===== src/rtl/branch_predict_resolve_unit.sv =====
// Branch direction predictor (2-bit saturating BHT) with EX-stage resolution,
// misprediction flush/redirect generation and saturating branch statistics.
module branch_predict_resolve_unit #(
  parameter int XLEN        = 32,
  parameter int BHT_ENTRIES = 16,
  parameter int CNT_W       = 16
) (
  input  logic             clk,
  input  logic             rst_n,
  input  logic             stall,
  input  logic [XLEN-1:0]  if_pc,
  output logic             pred_taken,
  input  logic             ex_branch,
  input  logic [2:0]       ex_funct3,
  input  logic [XLEN-1:0]  ex_rs1_data,
  input  logic [XLEN-1:0]  ex_rs2_data,
  input  logic [XLEN-1:0]  ex_pc,
  input  logic [XLEN-1:0]  ex_target,
  input  logic             ex_pred_taken,
  output logic             flush_if,
  output logic             flush_id,
  output logic             redirect_valid,
  output logic [XLEN-1:0]  redirect_pc,
  output logic [CNT_W-1:0] branch_count,
  output logic [CNT_W-1:0] mispredict_count
);

  localparam int IDX_W = $clog2(BHT_ENTRIES);

  logic [1:0]       bht [BHT_ENTRIES];
  logic [IDX_W-1:0] if_idx;
  logic [IDX_W-1:0] ex_idx;
  logic             actual;
  logic             valid_br;
  logic             mispredict;
  logic             do_update;

  // PC bits outside the index field never influence the table.
  logic unused_pc_bits;
  assign unused_pc_bits = ^{if_pc[XLEN-1:IDX_W+2], if_pc[1:0]};

  assign if_idx = if_pc[IDX_W+1:2];
  assign ex_idx = ex_pc[IDX_W+1:2];

  assign pred_taken = rst_n & bht[if_idx][1];

  always_comb begin
    actual = 1'b0;
    case (ex_funct3)
      3'b000:  actual = (ex_rs1_data == ex_rs2_data);
      3'b001:  actual = (ex_rs1_data != ex_rs2_data);
      3'b100:  actual = ($signed(ex_rs1_data) <  $signed(ex_rs2_data));
      3'b101:  actual = ($signed(ex_rs1_data) >= $signed(ex_rs2_data));
      3'b110:  actual = (ex_rs1_data <  ex_rs2_data);
      3'b111:  actual = (ex_rs1_data >= ex_rs2_data);
      default: actual = 1'b0;
    endcase
  end

  // funct3 010/011 are not branches; they must leave every output and state alone.
  assign valid_br   = ex_branch & (ex_funct3[2:1] != 2'b01);
  assign mispredict = rst_n & valid_br & (actual != ex_pred_taken);
  assign do_update  = valid_br & ~stall;

  assign flush_if       = mispredict;
  assign flush_id       = mispredict;
  assign redirect_valid = mispredict;

  always_comb begin
    redirect_pc = '0;
    if (mispredict) begin
      if (actual) redirect_pc = ex_target;
      else        redirect_pc = ex_pc + XLEN'(4);
    end
  end

  always_ff @(posedge clk or negedge rst_n) begin
    if (!rst_n) begin
      for (int i = 0; i < BHT_ENTRIES; i++) begin
        bht[i] <= 2'b01;
      end
    end else if (do_update) begin
      if (actual && (bht[ex_idx] != 2'b11)) begin
        bht[ex_idx] <= bht[ex_idx] + 2'b01;
      end else if (!actual && (bht[ex_idx] != 2'b00)) begin
        bht[ex_idx] <= bht[ex_idx] - 2'b01;
      end
    end
  end

  always_ff @(posedge clk or negedge rst_n) begin
    if (!rst_n) begin
      branch_count     <= '0;
      mispredict_count <= '0;
    end else if (do_update) begin
      if (branch_count != '1) begin
        branch_count <= branch_count + CNT_W'(1);
      end
      if (mispredict && (mispredict_count != '1)) begin
        mispredict_count <= mispredict_count + CNT_W'(1);
      end
    end
  end

endmodule

===== config.mk =====
export PLATFORM = sky130hd
export DESIGN_NAME = branch_predict_resolve_unit
export DESIGN_NICKNAME = d
export VERILOG_FILES = /design/src/rtl/branch_predict_resolve_unit.sv
export SDC_FILE = /design/constraint.sdc
export NUM_CORES = 1
export LEC_CHECK = 0
export BUFFER_PORTS_ARGS = -buffer_cell sky130_fd_sc_hd__clkbuf_2
export CAP_MARGIN = 20
export CORE_AREA = 2 2 133 135
export CTS_CLUSTER_SIZE = 24
export DETAILED_ROUTE_END_ITERATION = 12
export DIE_AREA = 0 0 135 137
export PLACE_DENSITY_LB_ADDON = 0.25
export SLEW_MARGIN = 20
export SYNTH_ARGS = -nofsm -noshare
export SYNTH_HDL_FRONTEND = slang
export SYNTH_SLANG_ARGS = --single-unit

===== constraint.sdc =====
create_clock -name clk -period 2.6 [get_ports clk]
set_input_delay 0.13 -clock clk [delete_from_list [all_inputs] [get_ports clk]]
set_output_delay 0.13 -clock clk [all_outputs]
set_load 0.01 [all_outputs]

==> results of run 1 <==
[worst max-delay path: cells and delay by family]
family                     cells  cell delay (ps)
AOI/OAI and AO/OA              3              640
adders and majority gates      1              240
buffers and inverters          5              560
muxes                          2              650
and+or+nand+nor                4              810
[through the flow]
| stage | cell area [um^2] | std cells | TNS, ps |
|---|---|---|---|
| finish | 7946 | 1039 | -9203 |
| global route | 7946 | 1039 | -19140 |
| CTS | 7606 | 1032 | -9773 |
| detailed placement | 7144 | 1010 | -28790 |
| global placement | 7144 | 1010 | -25400 |
| floorplan | 5640 | 562 | -292.0 |
[cells by family (layout without fill, tap and decap cells)]
group / Yosys count / in the layout / share of synthesized area
compound gates: 61 / 61 / 0.08116
xor+xnor: 59 / 59 / 0.09888
fa+ha+maj: 40 / 40 / 0.09576
buf+inv: 64 / 316 / 0.04932
flops: 64 / 64 / 0.3103
mux: 56 / 56 / 0.1523
simple gates: 218 / 218 / 0.2124
[routing by layer]
| metal | vias up | part of all wire | global-route usage | routed length (um) |
|---|---|---|---|---|
| met4 | 0 | 0.013 | 0.05093 | 211 |
| met5 | - | 0 | 0 | 0 |
| met3 | 16 | 0.066 | 0.03259 | 1027 |
| li1 | 2493 | - | - | - |
| met2 | 159 | 0.48 | 0.2798 | 7517 |
| met1 | 2365 | 0.44 | 0.2059 | 6913 |
[path summary, 6_finish.rpt]
path	startpoint	to	slack (ps)	cells after the start
min	rst_n	bht[3]$_DFFE_PN0P_	110	2
max in group asynchronous	rst_n	mispredict_count[12]$_DFFE_PN0P_	1940	2
min reg2reg	mispredict_count[10]$_DFFE_PN0P_	mispredict_count[10]$_DFFE_PN0P_	480	1
max reg2reg	bht[9]$_DFFE_PN0P_	bht[11]$_DFFE_PN0P_	-80	7
max	ex_rs2_data[8]	bht[11]$_DFFE_PN0P_	-230	15
min in group clk	stall	branch_count[0]$_DFFE_PN0P_	370	4
[final cells by class]
| type | instances | area [um^2] |
|---|---|---|
| sequential | 64 | 1622 |
| clock inverter | 3 | 15.01 |
| tap | 225 | 281.5 |
| inverter | 43 | 183.9 |
| clock buffer | 13 | 270.3 |
| fill | 1623 | 9110 |
| timing repair buffer | 257 | 1614 |
| multi-input combinational | 434 | 3960 |
[Yosys cell counts (2+ instances only)]
master / instances / area, um^2
nor2_1: 63 / 236.5
dfrtp_1: 48 / 1201
inv_1: 43 / 161.4
nand2_1: 43 / 161.4
ha_1: 40 / 500.5
xor2_1: 33 / 289.0
nand3_1: 30 / 150.1
nand4_1: 30 / 187.7
xnor2_1: 26 / 227.7
a211oi_1: 23 / 172.7
a21oi_1: 19 / 95.09
mux2_1: 18 / 202.7
mux2_2: 17 / 191.4
dfstp_2: 16 / 420.4
clkbuf_1: 14 / 52.55
mux4_2: 14 / 315.3
and3_1: 12 / 75.07
nor3_1: 11 / 55.05
nor2b_1: 6 / 37.54
mux2i_1: 5 / 50.05
nor4_1: 5 / 31.28
a21o_1: 4 / 30.03
nor3b_1: 3 / 22.52
o21ai_0: 3 / 15.01
a211oi_2: 2 / 25.02
a221o_1: 2 / 20.02
and2_1: 2 / 12.51
and4_1: 2 / 17.52
buf_1: 2 / 7.510
buf_2: 2 / 10.01
buf_4: 2 / 15.01
nand4b_1: 2 / 17.52
or2_2: 2 / 12.51
[where the power goes]
part / internal, mW / total (mW) / switching (mW)
logic: 0.837 / 1.57 / 0.734
registers: 1.26 / 1.43 / 0.177
clock network: 0.718 / 1.14 / 0.424
[repair_timing]
action | CTS | global route
hold buffers | 0 | 0
pin swaps | 9 | 16
resized for setup | 25 | 87
setup buffers | 5 | 5
cloned | 1 | 2
endpoints found under the setup margin | 63 | 68
hold endpoints to repair | 0 | 0
==> results.sh, run 1 <==
export IMPL_outcome="complete, but fails checks"
export IMPL_failed_checks="setup timing"
export IMPL_min_period_over_period=1.087
export IMPL_synth_edf_count=0
export IMPL_slowest_delay_ps=340
export IMPL_dieArea_mm2=0.01850
export IMPL_track_usage=0.1627
export IMPL_yosysWarnings=0
export IMPL_pin_count=236
export IMPL_drtAntennaViolNets=0
export IMPL_synth_area_mm2=0.005226
export IMPL_rsz0062_at_grt="yes"
export IMPL_max_slew_worst_pin_slew_ps=821.0
export IMPL_row_count=48
export IMPL_netlist_instances=562
export IMPL_hpwl_um=12070
export IMPL_dieWidth_um=135
export IMPL_drc=0
export IMPL_path_clk_slew_ps=50
export IMPL_cts_inserted_buffers=9
export IMPL_grt_pass1_wl_um=23940
export IMPL_cp_slowest_cell="mux2_4"
export IMPL_drv_slew=0
export IMPL_via_count=5033
export IMPL_drtPass1Iterations=6
export IMPL_grt_max_degree=66
export IMPL_crit_path_start_kind="input port"
export IMPL_slew_headroom=0.4527
export IMPL_worstHoldPathType="input port to asynchronous set/reset pin"
export IMPL_htree_levels=3
export IMPL_async_reset_ff_frac=1.000
export IMPL_hold_slack_ps=113.1
export IMPL_cts_sinks=64
export IMPL_cts_buffer_depth=2
export IMPL_clock_latency_ps=330
export IMPL_initial_core_util=0.3064
export IMPL_drt_iter0_drc=252
export IMPL_setup_viol_count_final=66
export IMPL_root_buffer="clkbuf_16"
export IMPL_grt_pass1_vias=4840
export IMPL_drv_cap=0
export IMPL_ys_seq_elements=64
export IMPL_crit_chain="clkbuf_2 > inv_2 > ha_4 > nand4_1 > nor4_4 > o21a_1 > o41ai_4 > a211o_2 > nand4b_4 > buf_6 > buf_6 > mux2i_4 > clkbuf_16 > nand4_1 > mux2_4"
export IMPL_crit_arrival_ps=3040
export IMPL_post_route_min_period_ps=2825
export IMPL_io_buffers=207
export IMPL_area_growth_pct=52.05
export IMPL_synth_avg_cell_area_um2=9.299
export IMPL_grt_ovfl_total=0
export IMPL_critPathMaxFanout=8
export IMPL_fin_ws_ps=-225.0
export IMPL_final_nets=1017
export IMPL_antenna_found_initial=0
export IMPL_cellLeakagePower_nw=3.786
export IMPL_die_y_um=137
export IMPL_cp_end_kind="flip-flop"
export IMPL_synth_yosys_seq_area_share=0.3103
export IMPL_fin_util=0.4659
export IMPL_via_per_inst=4.844
export IMPL_syn_nets=770
export IMPL_peakVddDrop_uv=435.6
export IMPL_synth_cell_type_count=51
export IMPL_yosys_most_used_dff="dfrtp_1"
export IMPL_core_area_mm2=0.01706
export IMPL_worst_setup_path_type="input port to flip-flop"
export IMPL_powerDensity_mw_per_mm2=521.7
export IMPL_fmaxAchievable_ghz=0.3540
export IMPL_cts_tree="built"
export IMPL_layout_commonest_cell="clkbuf_2"
export IMPL_pre_cts_ws_ps=-416.2
export IMPL_finalHoldViolCount=0
export IMPL_fin_skew_ps=3.166
export IMPL_routed_wl_um=15670
export IMPL_wire_per_inst_um=15.08
export IMPL_antennaDiodeCount=0
export IMPL_gp_congestion=0.7687
export IMPL_power_mw=4.146
export IMPL_cp_required_ps=2820
export IMPL_layout_common_cells="clkbuf_2 (156), nor2_1 (63), dfrtp_1 (48), nand2_1 (43), buf_4 (43)"
export IMPL_layout_drive_gt1_share=0.5172
(Power assumes the default switching activity.)
==> run 2: changes to the inputs <==
ABC_AREA = 1   (was default)
CORE_AREA = 2 2 141 143   (was 2 2 133 135)
DIE_AREA = 0 0 143 145   (was 0 0 135 137)
==> results.sh, run 2 <==
export IMPL_pre_cts_ws_ps=-41.04
export IMPL_critPathMostFrequentCell="nand2_2"
export IMPL_ys_seq_elements=64
export IMPL_setup_viol_count_final=0
export IMPL_antenna_found_initial=0
export IMPL_drt_iter0_drc=201
export IMPL_cp_required_ps=2470
export IMPL_crit_family="simple AND/OR/NAND/NOR gates"
export IMPL_gp_congestion=0.8316
export IMPL_outcome="complete, but fails checks"
export IMPL_critPathMaxFanout=7
export IMPL_final_nets=1261
export IMPL_slew_headroom=0.4370
export IMPL_synth_cell_type_count=43
export IMPL_async_reset_ff_frac=1.000
export IMPL_track_usage=0.1587
export IMPL_grt_pass1_wl_um=26950
export IMPL_htree_levels=3
export IMPL_pin_count=236
export IMPL_worst_setup_path_type="input port to output port"
export IMPL_busiest_layer="met2"
export IMPL_met1_usage=0.2039
export IMPL_hpwl_um=13240
export IMPL_fin_util=0.4300
export IMPL_synth_avg_cell_area_um2=7.020
export IMPL_grt_max_degree=65
export IMPL_max_slew_worst_pin_slew_ps=844.5
export IMPL_post_route_min_period_ps=2520
export IMPL_worst_r2r_setup_slack_ps=350
export IMPL_die_y_um=145
export IMPL_finalHoldViolCount=9
export IMPL_netlist_instances=829
export IMPL_synth_top_cells_by_area="dfrtp_1 (21%), nand2_1 (14%), ha_1 (8.6%), dfstp_2 (7.2%), inv_1 (6.6%)"
export IMPL_drv_cap=0
export IMPL_clock_latency_ps=330
export IMPL_drtAntennaViolNets=0
export IMPL_cp_end_kind="output port"
export IMPL_via_per_inst=4.561
export IMPL_syn_nets=1037
export IMPL_dp_cells=1298
export IMPL_layout_drive_gt1_share=0.3885
export IMPL_crit_chain="buf_6 > ha_4 > nand2_4 > nor2_4 > nand2_2 > nor3b_4 > nand2_2 > nand2_2 > o21ai_2 > inv_2 > nand2_2 > nor2_4 > nand3_4 > nand2_4 > nand2_4 > nor2_8 > inv_8 > clkbuf_16 > a21oi_2 > buf_2"
export IMPL_fin_skew_ps=11.92
export IMPL_synthDominantCellAreaShare=0.2064
export IMPL_cp_slowest_cell="nor3b_4"
export IMPL_wire_per_inst_um=13.20
export IMPL_instances_no_fill=1323
export IMPL_antennaDiodeCount=0
export IMPL_synth_most_common_cell="nand2_1"
export IMPL_dieWidth_um=143
export IMPL_fmaxAchievable_ghz=0.3968
export IMPL_dieArea_mm2=0.02074
export IMPL_cts_sinks=64
export IMPL_failed_checks="hold timing"
export IMPL_worstHoldPathType="input port to asynchronous set/reset pin"
export IMPL_rsz0062_at_grt="yes"
export IMPL_min_period_over_period=0.9694
export IMPL_grt_pass1_vias=5706
export IMPL_crit_arrival_ps=2390
export IMPL_slowest_delay_ps=290
export IMPL_layout_common_cells="nand2_1 (204), clkbuf_2 (165), inv_1 (90), nor2_1 (58), dfrtp_1 (48)"
export IMPL_via_count=6034
export IMPL_peakVddDrop_uv=358.7
export IMPL_grt_use_met2=0.2778
export IMPL_power_mw=3.786
export IMPL_cts_tree="built"
export IMPL_yosys_most_used_dff="dfrtp_1"
export IMPL_grt_ovfl_total=0
export IMPL_synth_area_mm2=0.005819
export IMPL_area_growth_pct=41.93
export IMPL_powerDensity_mw_per_mm2=458.4
export IMPL_synth_yosys_seq_area_share=0.2786
export IMPL_yosys_area_top_type="dfrtp_1"
export IMPL_path_clk_slew_ps=60
export IMPL_crit_buf_inv=5
export IMPL_routed_wl_um=17470
export IMPL_crit_path_start_kind="input port"
export IMPL_drc=0
export IMPL_row_count=51
export IMPL_yosysWarnings=0
export IMPL_fin_ws_ps=79.67
export IMPL_initial_core_util=0.3030
export IMPL_core_area_mm2=0.01921
export IMPL_drtPass1Iterations=5
export IMPL_cts_hold_buf=0
export IMPL_root_buffer="clkbuf_16"
export IMPL_hold_slack_ps=-38.55
export IMPL_cellLeakagePower_nw=4.176
export IMPL_synth_edf_count=0
export IMPL_layout_commonest_cell="nand2_1"
export IMPL_grt_use_met3=0.02706
export IMPL_synth_common_cells="nand2_1 (219), inv_1 (103), nor2_1 (72)"
export IMPL_io_buffers=207
export IMPL_cts_inserted_buffers=9
export IMPL_fillCellCount=1993
export IMPL_drv_slew=0
export IMPL_cts_buffer_depth=2
## run 2: cell count changes in the layout (fill, tap and decap cells not counted), moves of 14 or more
cell | previous run | this run
a21oi_2 | 2 | 27
nand3_2 | 0 | 17
o21ai_1 | 1 | 23
nor2_2 | 0 | 16
buf_4 | 43 | 20
mux4_2 | 14 | 0
xnor2_1 | 25 | 8
a211oi_2 | 23 | 0
o21ai_0 | 2 | 45
nand2_1 | 43 | 204
mux2_2 | 15 | 1
inv_1 | 23 | 90
## run 2: final timing paths
path | start | to | cells past startpoint
min in group clk | stall | branch_count[3]$_DFFE_PN0P_ | 5
setup reg to reg | branch_count[0]$_DFFE_PN0P_ | branch_count[15]$_DFFE_PN0P_ | 15
setup / recovery | ex_rs1_data[31] | redirect_pc[28] | 20
hold / removal | rst_n | branch_count[10]$_DFFE_PN0P_ | 2
max in group asynchronous | rst_n | mispredict_count[12]$_DFFE_PN0P_ | 2
hold reg to reg | flip-flop | flip-flop | 2
## run 2: kinds of logic after synthesis
family	synth area share
DFF	0.2786
buffers and inverters	0.09525
muxes	0.001935
adders and majority gates	0.08600
and+or+nand+nor	0.3266
xor gates and xnor gates	0.07805
AOI/OAI and AO/OA	0.1335
## run 2: power by group
group	total (mW)	internal (mW)	switching [mW]	leakage, nW
combinational	1.26	0.556	0.702	3.23
sequential	1.33	1.19	0.140	0.806
clock	1.19	0.768	0.426	0.140
total	3.79	2.52	1.27	4.18
## run 2: per-stage QoR
step	instance area, um^2	setup TNS, ps
finish	8259	0
global route	8259	-1934
CTS	7564	0
detailed placement	7268	-375.0
global placement	7268	-54.20
floorplan	5819	0
## run 2: worst register-to-register path: stages (launching register included)
cell     delay, ps
dfrtp_1        420
ha_1           230
nand3_1         70
nor2_1          40
nand2_1         90
nor3_1          70
nand2_1         80
nand2_1         70
nor2_1         160
nand3_1        150
nor2_2         150
nand3_1        130
nor2_2         150
nand2_1         90
nor2_1         120
xor2_1         150
## run 2: cell type report
class	count	area [um^2]	area share
sequential	64	1622	0.1963
clock buffer	13	250.2	0.03030
timing repair buffer	238	1466	0.1775
inverter	108	417.9	0.05060
multi-input combinational	632	4129	0.4999
tap	265	331.6	0.04015
clock inverter	3	42.54	0.005151
## run 2: timing repair
item	4_1_cts	5_1_grt
setup endpoints to repair	35	36
resized for setup	1	145
setup buffers	0	6
pin swaps	0	46
endpoints found under the hold margin	0	0
gates cloned	0	3
## run 2: layer usage
layer / wire, um / part of all wire
met1: 7646 / 0.44
met2: 8690 / 0.50
met3: 1020 / 0.058
met4: 113 / 0.0065
met5: 0 / 0
